===== config.mk =====
export PLATFORM = sky130hd
export DESIGN_NAME = vga_sync_decoder_flat
export DESIGN_NICKNAME = d
export VERILOG_FILES = /design/src/rtl/vga_timing_pkg.sv /design/src/rtl/vga_sync_decoder_if.sv /design/src/rtl/sync_edge_detect.sv /design/src/rtl/vga_sync_decoder.sv /design/src/flat_wrapper.sv
export SDC_FILE = /design/constraint.sdc
export NUM_CORES = 1
export LEC_CHECK = 0
export CAP_MARGIN = 20
export CORE_ASPECT_RATIO = 0.5
export CORE_UTILIZATION = 28
export CTS_CLUSTER_DIAMETER = 30
export DETAILED_ROUTE_END_ITERATION = 8
export HOLD_SLACK_MARGIN = 0.06
export PLACE_DENSITY = 0.54
export SYNTH_ARGS = -nofsm -noshare
export SYNTH_HDL_FRONTEND = slang
export SYNTH_SLANG_ARGS = --single-unit
export TNS_END_PERCENT = 20

===== constraint.sdc =====
create_clock -name CLK -period 2.2 [get_ports CLK]
set_input_delay 0.22 -clock CLK [delete_from_list [all_inputs] [get_ports CLK]]
set_output_delay 0.22 -clock CLK [all_outputs]
set_load 0.05 [all_outputs]

===== src/rtl/vga_timing_pkg.sv =====
// Shared VGA timing constants and lock-state encoding, used by both the sync
// generator and the receive-side sync decoder.
package vga_timing_pkg;

    localparam int H_TOTAL  = 800;
    localparam int H_ACTIVE = 640;
    localparam int V_TOTAL  = 525;
    localparam int V_ACTIVE = 480;

    localparam int DEFAULT_LOCK_FRAMES = 2;

    typedef logic [1:0] lock_state_t;

    localparam lock_state_t UNLOCKED = 2'd0;
    localparam lock_state_t TRACKING = 2'd1;
    localparam lock_state_t LOCKED   = 2'd2;

    // Bits needed to hold values 0..n-1, never less than one bit.
    function automatic int count_bits(input int n);
        return (n <= 2) ? 1 : $clog2(n);
    endfunction

endpackage


===== src/rtl/vga_sync_decoder_if.sv =====
// Sync inputs and recovered-timing outputs of the VGA sync decoder.
interface vga_sync_decoder_if import vga_timing_pkg::*; #(
    parameter int TOTAL_COLS = H_TOTAL,
    parameter int TOTAL_ROWS = V_TOTAL
);

    localparam int COL_W = $clog2(TOTAL_COLS);
    localparam int ROW_W = $clog2(TOTAL_ROWS);

    logic             i_H_sync;
    logic             i_V_sync;
    logic [COL_W-1:0] o_Col;
    logic [ROW_W-1:0] o_Row;
    logic             o_Active;
    logic             o_Frame_Start;
    logic             o_Locked;
    logic             o_Err;

    modport master (
        output i_H_sync,
        output i_V_sync,
        input  o_Col,
        input  o_Row,
        input  o_Active,
        input  o_Frame_Start,
        input  o_Locked,
        input  o_Err
    );

    modport slave (
        input  i_H_sync,
        input  i_V_sync,
        output o_Col,
        output o_Row,
        output o_Active,
        output o_Frame_Start,
        output o_Locked,
        output o_Err
    );

endinterface


===== src/rtl/sync_edge_detect.sv =====
// Rising-edge detector for an active-low sync stream; the history register
// resets high so a line idling high at reset release yields no edge.
module sync_edge_detect (
    input  logic CLK,
    input  logic RST,
    input  logic sync_in,
    output logic rise
);

    logic sync_q;

    always_ff @(posedge CLK or posedge RST) begin
        if (RST) begin
            sync_q <= 1'b1;
        end else begin
            sync_q <= sync_in;
        end
    end

    assign rise = sync_in & ~sync_q;

endmodule


===== src/rtl/vga_sync_decoder.sv =====
// Recovers pixel coordinates from H/V sync pulses, checks line and frame
// lengths against nominal timing and tracks lock status.
module vga_sync_decoder import vga_timing_pkg::*; #(
    parameter int TOTAL_COLS  = H_TOTAL,
    parameter int TOTAL_ROWS  = V_TOTAL,
    parameter int ACTIVE_COLS = H_ACTIVE,
    parameter int ACTIVE_ROWS = V_ACTIVE,
    parameter int LOCK_FRAMES = DEFAULT_LOCK_FRAMES
) (
    input  logic                 CLK,
    input  logic                 RST,
    vga_sync_decoder_if.slave    bus
);

    localparam int COL_W = $clog2(TOTAL_COLS);
    localparam int ROW_W = $clog2(TOTAL_ROWS);
    localparam int CNT_W = count_bits(LOCK_FRAMES + 1);

    localparam logic [COL_W-1:0] COL_LAST   = COL_W'(TOTAL_COLS - 1);
    localparam logic [ROW_W-1:0] ROW_LAST   = ROW_W'(TOTAL_ROWS - 1);
    localparam logic [COL_W-1:0] COL_ACTIVE = COL_W'(ACTIVE_COLS);
    localparam logic [ROW_W-1:0] ROW_ACTIVE = ROW_W'(ACTIVE_ROWS);
    localparam logic [CNT_W-1:0] CNT_LAST   = CNT_W'(LOCK_FRAMES - 1);

    logic             h_rise;
    logic             v_rise;
    logic [COL_W-1:0] col;
    logic [ROW_W-1:0] row;
    logic             v_pend;
    lock_state_t      state;
    logic [CNT_W-1:0] good_cnt;
    logic             err_q;
    logic             frame_start_q;

    logic             v_apply;
    logic             col_last;
    logic             row_last;
    logic             line_err;
    logic             frame_err;
    logic             timing_err;

    sync_edge_detect u_h_edge (
        .CLK     (CLK),
        .RST     (RST),
        .sync_in (bus.i_H_sync),
        .rise    (h_rise)
    );

    sync_edge_detect u_v_edge (
        .CLK     (CLK),
        .RST     (RST),
        .sync_in (bus.i_V_sync),
        .rise    (v_rise)
    );

    // A V edge takes effect on the H rise that ends the current line; a V
    // rise coinciding with that H rise is applied directly.
    always_comb begin
        v_apply    = h_rise & (v_pend | v_rise);
        col_last   = (col == COL_LAST);
        row_last   = (row == ROW_LAST);
        line_err   = h_rise ? ~col_last : col_last;
        frame_err  = v_apply ? ~row_last : (h_rise & row_last);
        timing_err = line_err | frame_err;
    end

    always_ff @(posedge CLK or posedge RST) begin
        if (RST) begin
            col <= '0;
        end else if (h_rise || col_last) begin
            col <= '0;
        end else begin
            col <= col + COL_W'(1);
        end
    end

    always_ff @(posedge CLK or posedge RST) begin
        if (RST) begin
            row    <= '0;
            v_pend <= 1'b0;
        end else begin
            if (v_apply) begin
                row <= '0;
            end else if (h_rise) begin
                row <= row_last ? '0 : row + ROW_W'(1);
            end
            if (h_rise) begin
                v_pend <= 1'b0;
            end else if (v_rise) begin
                v_pend <= 1'b1;
            end
        end
    end

    always_ff @(posedge CLK or posedge RST) begin
        if (RST) begin
            err_q         <= 1'b0;
            frame_start_q <= 1'b0;
        end else begin
            err_q         <= timing_err & (state != UNLOCKED);
            frame_start_q <= v_apply;
        end
    end

    // Errors only matter once a frame boundary has been seen; until then the
    // counters are still finding their phase.
    always_ff @(posedge CLK or posedge RST) begin
        if (RST) begin
            state    <= UNLOCKED;
            good_cnt <= '0;
        end else begin
            case (state)
                UNLOCKED: begin
                    if (v_apply) begin
                        state    <= TRACKING;
                        good_cnt <= '0;
                    end
                end
                TRACKING: begin
                    if (timing_err) begin
                        state <= UNLOCKED;
                    end else if (v_apply) begin
                        if (good_cnt == CNT_LAST) begin
                            state <= LOCKED;
                        end
                        good_cnt <= good_cnt + CNT_W'(1);
                    end
                end
                LOCKED: begin
                    if (timing_err) begin
                        state <= UNLOCKED;
                    end
                end
                default: begin
                    state <= UNLOCKED;
                end
            endcase
        end
    end

    assign bus.o_Col         = col;
    assign bus.o_Row         = row;
    assign bus.o_Locked      = (state == LOCKED);
    assign bus.o_Active      = (state == LOCKED) && (col < COL_ACTIVE) && (row < ROW_ACTIVE);
    assign bus.o_Frame_Start = frame_start_q;
    assign bus.o_Err         = err_q;

endmodule


===== src/flat_wrapper.sv =====
// flat-port wrapper written by rule: the top's interface ports become plain ports
module vga_sync_decoder_flat import vga_timing_pkg::*;
#(
    parameter int TOTAL_COLS  = H_TOTAL,
    parameter int TOTAL_ROWS  = V_TOTAL,
    parameter int ACTIVE_COLS = H_ACTIVE,
    parameter int ACTIVE_ROWS = V_ACTIVE,
    parameter int LOCK_FRAMES = DEFAULT_LOCK_FRAMES
)
  (CLK, RST, bus_i_H_sync, bus_i_V_sync, bus_o_Col, bus_o_Row, bus_o_Active, bus_o_Frame_Start, bus_o_Locked, bus_o_Err);
  vga_sync_decoder_if #(.TOTAL_COLS(TOTAL_COLS), .TOTAL_ROWS(TOTAL_ROWS)) bus_i ();
  input  logic CLK;
  input  logic RST;
  input wire logic [$bits(bus_i.i_H_sync)-1:0] bus_i_H_sync;
  input wire logic [$bits(bus_i.i_V_sync)-1:0] bus_i_V_sync;
  output wire logic [$bits(bus_i.o_Col)-1:0] bus_o_Col;
  output wire logic [$bits(bus_i.o_Row)-1:0] bus_o_Row;
  output wire logic [$bits(bus_i.o_Active)-1:0] bus_o_Active;
  output wire logic [$bits(bus_i.o_Frame_Start)-1:0] bus_o_Frame_Start;
  output wire logic [$bits(bus_i.o_Locked)-1:0] bus_o_Locked;
  output wire logic [$bits(bus_i.o_Err)-1:0] bus_o_Err;
  assign bus_i.i_H_sync = bus_i_H_sync;
  assign bus_i.i_V_sync = bus_i_V_sync;
  assign bus_o_Col = bus_i.o_Col;
  assign bus_o_Row = bus_i.o_Row;
  assign bus_o_Active = bus_i.o_Active;
  assign bus_o_Frame_Start = bus_i.o_Frame_Start;
  assign bus_o_Locked = bus_i.o_Locked;
  assign bus_o_Err = bus_i.o_Err;
  vga_sync_decoder #(.TOTAL_COLS(TOTAL_COLS), .TOTAL_ROWS(TOTAL_ROWS), .ACTIVE_COLS(ACTIVE_COLS), .ACTIVE_ROWS(ACTIVE_ROWS), .LOCK_FRAMES(LOCK_FRAMES)) u_core (.CLK(CLK), .RST(RST), .bus(bus_i));
endmodule

* After elaboration in Yosys (flattened, before gate mapping)
Cells that the tools add are included.
** Storage, ports and cells
- Input port bits :: 4
- RAM bits :: 0
- Word-level logic and storage cells :: 64
- Latch bits :: 0
- Bits in read-only memories :: 0
- Bits in registers :: 29
- Memories kept :: 0
** Cells by class
- $add $sub $neg :: 3
- Reductions and logical operators :: 10
- Order comparisons :: 2
- Bitwise gates (word level) :: 11
- Shift operators :: 0
- Div/mod/pow operators :: 0
- $mul :: 0
- Equal/unequal tests :: 11
- Mux-type cells :: 18
** Operator list (number)
- two-way mux 10 bit :: 4
- adder 10 x 1 -> 10 bit (second input constant) :: 2
- equality test 10 bit (second input constant) :: 2
- two-way mux 2 bit :: 8
- < comparator 10 bit (second input constant) :: 1
- < comparator 10 x 9 -> 1 bit (second input constant) :: 1
- AND reduction 4 bit :: 2
- nonzero test 2 bit :: 4
- != test 2 x 1 -> 1 bit (second input constant) :: 3
- != test 3 x 1 -> 1 bit (second input constant) :: 2
- one-hot mux 2 bit (3 select lines) :: 1
- AND 1 bit :: 5
- equality test 2 x 1 -> 1 bit (second input constant) :: 2
- two-way mux 1 bit :: 4
- NOT 1 bit :: 4
- one-hot mux 2 bit (2 select lines) :: 1
- adder 2 x 1 -> 2 bit (second input constant) :: 1
- equality test 2 bit (second input constant) :: 1
- logical AND 1 bit :: 2
- logical NOT 2 bit :: 1
- != test 2 bit (second input constant) :: 1
- bitwise OR 1 bit :: 2
- logical OR 1 bit :: 1

* Logic depth before layout (Yosys ltp)
- Depth in word-level cells :: 8
- Depth in mapped cells :: 7
- Depth with buffers taken out :: 7

* Cells and area by module
Synthesis repeated with hierarchy kept, for this count alone.
** Unflattened totals
- Cells, all modules :: 150
- Area, all modules :: 1517.7 um2
** Modules (own cells, without submodules)
- vga_sync_decoder :: times used 1, seq. area each 675.6 um2, cells an instance 144, area an instance 1430.1 um2
- sync_edge_detect :: times used 2, seq. area each 26.3 um2, cells an instance 3, area an instance 43.8 um2

* Worst setup path before layout
Ideal clock, no wire load.
- Path type :: register -> register
- Start point :: register u_core.col[0], in the netlist u_core.bus.o_Col[0]
- End point :: register u_core.good_cnt[0]
- Cell stages (with the launch flop) :: 8
- Slack :: -0.059 ns
- Data required time :: 2.071 ns
- Arrival :: 2.130 ns
- Clock period less this slack :: 2.259 ns
- Cell sequence :: dfrtp_1 > ha_1 > nand4_1 > or3_1 > ha_1 > o21a_1 > o21ai_0 > o21ai_0
** Between the ends
- Cells in the longest elaborated chain, start to end :: 6
** RTL lines
- from (decl) :: RTL line vga_sync_decoder.sv:27 : logic [COL_W-1:0] col;
- from (signal assigned) :: RTL line vga_sync_decoder.sv:73 : col <= col + COL_W'(1);
- equality test 10 bit * :: RTL line vga_sync_decoder.sv:60 : col_last = (col == COL_LAST);
- NOT 1 bit :: RTL line vga_sync_decoder.sv:62 : line_err = h_rise ? ~col_last : col_last;
- two-way mux 1 bit * :: RTL line vga_sync_decoder.sv:62
- bitwise OR 1 bit * :: RTL line vga_sync_decoder.sv:64 : timing_err = line_err | frame_err;
- != test 2 bit (no source line) *
- AND reduction 4 bit (no source line) *
- to (signal assigned) :: RTL line vga_sync_decoder.sv:126 : good_cnt <= good_cnt + CNT_W'(1);
- to (decl) :: RTL line vga_sync_decoder.sv:31 : logic [CNT_W-1:0] good_cnt;
Every way passes the cells marked *; elsewhere a longest branch is shown, timed or not.
A chain may end at the register's enable or synchronous reset.

* Worst setup path after layout
Same ends and word-level chain as after synthesis.

==> qor.csv <==
stage;metric;value;unit
die;Die Ht;52.69;um
setup_path;worst reg2reg path startpoint;u_core.bus.o_Col[0];
timing;fin crit share;92.13;%
clock_tree;clk sink count;29;
yosys;post-synth net total;150;
cells_and_area;most common cell after layout, fill and taps aside;clkdlybuf4s50_1;
drt;Initial DRC Count;19;
setup_path;critical path capture point type;flop;
die;core box area;0.004932;sq mm
clock_tree;CTS tree;done;
grt;vias in the first global route;1050;
power;Worst VDD drop;0.2757;mV
cells_and_area;Fill cells;479;
clock_tree;CTS H-Tree Depth;2;
yosys;Avg Inst Size Synth;10.20;sq um
timing;Final WS setup;173.1;ps
drt;Post-route DRC;0;
timing;Slew HR;65.81;%
placed_design;I/O Buffers;27;
setup_path;crit path max fanout;4;
timing;fin crit period;2027;ps
clock_tree;clock-pin slew on the worst setup and hold paths;70;ps
power;Leakage;0.7870;nW
hold_path;Hold Crit Class;in2async;
power;pwr dens;819.3;mW/mm^2
cells_and_area;fin nets;186;
timing;final setup fails;0;
timing;slew at the pin closest to its max-slew limit;511.2;ps
setup_path;Worst Reg2Reg Path Length in Cells;7;
clock_tree;Root Driver;clkbuf_8;
die;die area;0.005447;sq mm
clock_tree;cts bufs inserted;5;
placed_design;DP Worst Slack;135.9;ps
die;# rows;18;
setup_path;data arrival time of the worst path;2180;ps
clock_tree;CTS resizes;0;
grt;GRT Resource Usage Total;12.39;%
grt;pin count of the biggest net entering global routing;30;
grt;initial antenna violation count;0;
setup_path;slowest CP cell;dfrtp_2;
cells_and_area;layout cells sized above 1;11.30;%
timing;Max Clock Skew;10.44;ps
clock_tree;cts hold-fix bufs;0;
yosys;sequential-to-total area share from yosys stat;50.61;%
timing;Setup TNS Final;0;ps
yosys;synthesized cell area;0.001439;sq mm
drt;First-pass DRT Iterations;4;
setup_path;Worst R2R Setup Slack;170;ps
drt;WL/cell;12.04;um
drt;Final ANT Viol Nets;0;
die;Initial Utilization;29.17;%
power;total power;0.001559;W
drt;Routed Wire Length;2974;um
timing;RSZ-0062 raised after global routing;no;
die;I/O pin count;28;
grt;grt ovf;0;
placed_design;RePlAce Congestion;0.7417;
yosys;synthesis-stage register bit count;29;
setup_path;Required @ worst endpoint;2360;ps
yosys;YS warnings;0;
cells_and_area;commonest non-fill, non-tap cells in the layout;clkdlybuf4s50_1 (26), dfrtp_1 (25), nor2_1 (13);
setup_path;CP startpoint kind;flop;
cells_and_area;P&R area growth vs syn;32.26;%
timing;fmax;493.4;MHz
setup_path;critical path, cell by cell;ha_1, nand4_1, or3_1, ha_1, o21a_1, o21ai_0, o21ai_0;
flow_run;maxcap violations;0;
timing;final hold violations;0;
yosys;post-synth cell types;34;
setup_path;CP peak stage delay;390;ps
status;status;completed;
setup_path;worst reg2reg path endpoint;u_core.good_cnt[0];
drt;Via-to-Cell Ratio;4.490;
die;Die Wd;103.4;um
drt;routed via count;1109;
grt;first-pass GRT wire length;4926;um
yosys;post-synthesis cell count;141;
clock_tree;Clock Latency Late Sink;280;ps
setup_path;crit path kind;reg2reg;
timing;max-slew violation count;0;
placed_design;hpwl dp;2168;um
clock_tree;postcts setup bufs;0;
clock_tree;Longest Clk Path Bufs;2;
cells_and_area;Antenna Cells;0;
[cell type report]
type,count,area (sq um),share of cell area (%)
inverters,9,33.78,1.775
multi-input cells,102,674.4,35.44
well taps,70,87.58,4.602
clock buffers,7,86.33,4.536
repair buffers,30,290.3,15.25
flip-flops and latches,29,730.7,38.40
[worst max-delay path by stage]
stage                                   start                 end  slack [ps]
after global routing      u_core.bus.o_Col[0]  u_core.good_cnt[0]          30
after CTS                 u_core.bus.o_Col[0]  u_core.good_cnt[0]         140
after global placement    u_core.bus.o_Col[0]  u_core.good_cnt[0]         260
after detailed placement  u_core.bus.o_Col[0]  u_core.good_cnt[0]         140
final                     u_core.bus.o_Col[0]  u_core.good_cnt[0]         170
after floorplan           u_core.bus.o_Col[0]  u_core.good_cnt[0]         100
[report_power, final]
group	switching, W	internal, W	total, W
registers	0.0000816	0.000596	0.000678
logic	0.000280	0.000159	0.000438
clock network	0.000195	0.000248	0.000443
[stage by stage]
stage          instances  area, sq um  hold WS [ps]  utilization, %
2_1_floorplan        141         1441         224.5               -
3_3_place_gp         240         1812         450.2           36.73
3_5_place_dp         240         1812         466.1           36.73
4_1_cts              247         1898         326.4           38.48
5_1_grt              247         1903         350.9           38.58
6_report             247         1903         306.1           38.58
[cells by family after synthesis]
| family | after synthesis | synth area share (%) |
|---|---|---|
| buffers and inverters | 10 | 2.870 |
| AND/OR/NAND/NOR | 62 | 25.13 |
| XOR/XNOR | 12 | 7.304 |
| flip-flops | 29 | 50.61 |
| AO/OA/AOI/OAI | 23 | 9.741 |
| adder cells (fa/ha/maj) | 5 | 4.348 |
[worst max-delay path: cells and delay by family, from the launching register on]
kind	cells	cell delay [ps]
AO/OA/AOI/OAI	3	410
adder cells (fa/ha/maj)	2	540
flip-flops	1	390
AND/OR/NAND/NOR	2	560
[sequential cells by signal, summed over array words and instances (netlist names)]
| name | flops |
|---|---|
| u_core.u_v_edge.sync_q | 1 |
| u_core.state | 2 |
| u_core.good_cnt | 2 |
| u_core.v_pend | 1 |
| u_core.bus.o_Row | 10 |
| u_core.u_h_edge.sync_q | 1 |
| u_core.bus.o_Err | 1 |
| u_core.bus.o_Frame_Start | 1 |
| u_core.bus.o_Col | 10 |
[cell usage after synthesis]
library cell,count,area share (%)
dfrtp_1,27,47
nor2_1,13,3.4
nand2_1,10,2.6
o21ai_0,10,3.5
inv_1,9,2.3
nand3_1,7,2.4
and2_1,6,2.6
nor2b_1,6,2.6
xnor2_1,6,3.7
xor2_1,6,3.7
ha_1,5,4.3
a21oi_1,4,1.4
nand4_1,4,1.7
or3_1,4,1.7
nor3_1,3,1.0
dfstp_2,2,3.7
nand4_4,2,3.0
a21boi_0,1,0.52
a21o_1,1,0.52
a21oi_2,1,0.61
a31oi_1,1,0.44
a32o_1,1,0.70
a32oi_1,1,0.61
and2b_1,1,0.52
and3_1,1,0.44
and3_2,1,0.52
and4b_1,1,0.70
and4bb_2,1,0.87
buf_4,1,0.52
nor3b_1,1,0.52
nor4_1,1,0.44
o211ai_1,1,0.52
o21a_1,1,0.52
o22ai_1,1,0.44
[layer usage]
metal / up-vias / global-route usage, % / share of wire (%)
li1: 554 / - / -
met1: 531 / 16.17 / 51
met2: 19 / 18.98 / 44
met3: 5 / 4.000 / 3.9
met4: 0 / 4.930 / 0.91
met5: - / 0 / 0
(Power assumes the default switching activity.)
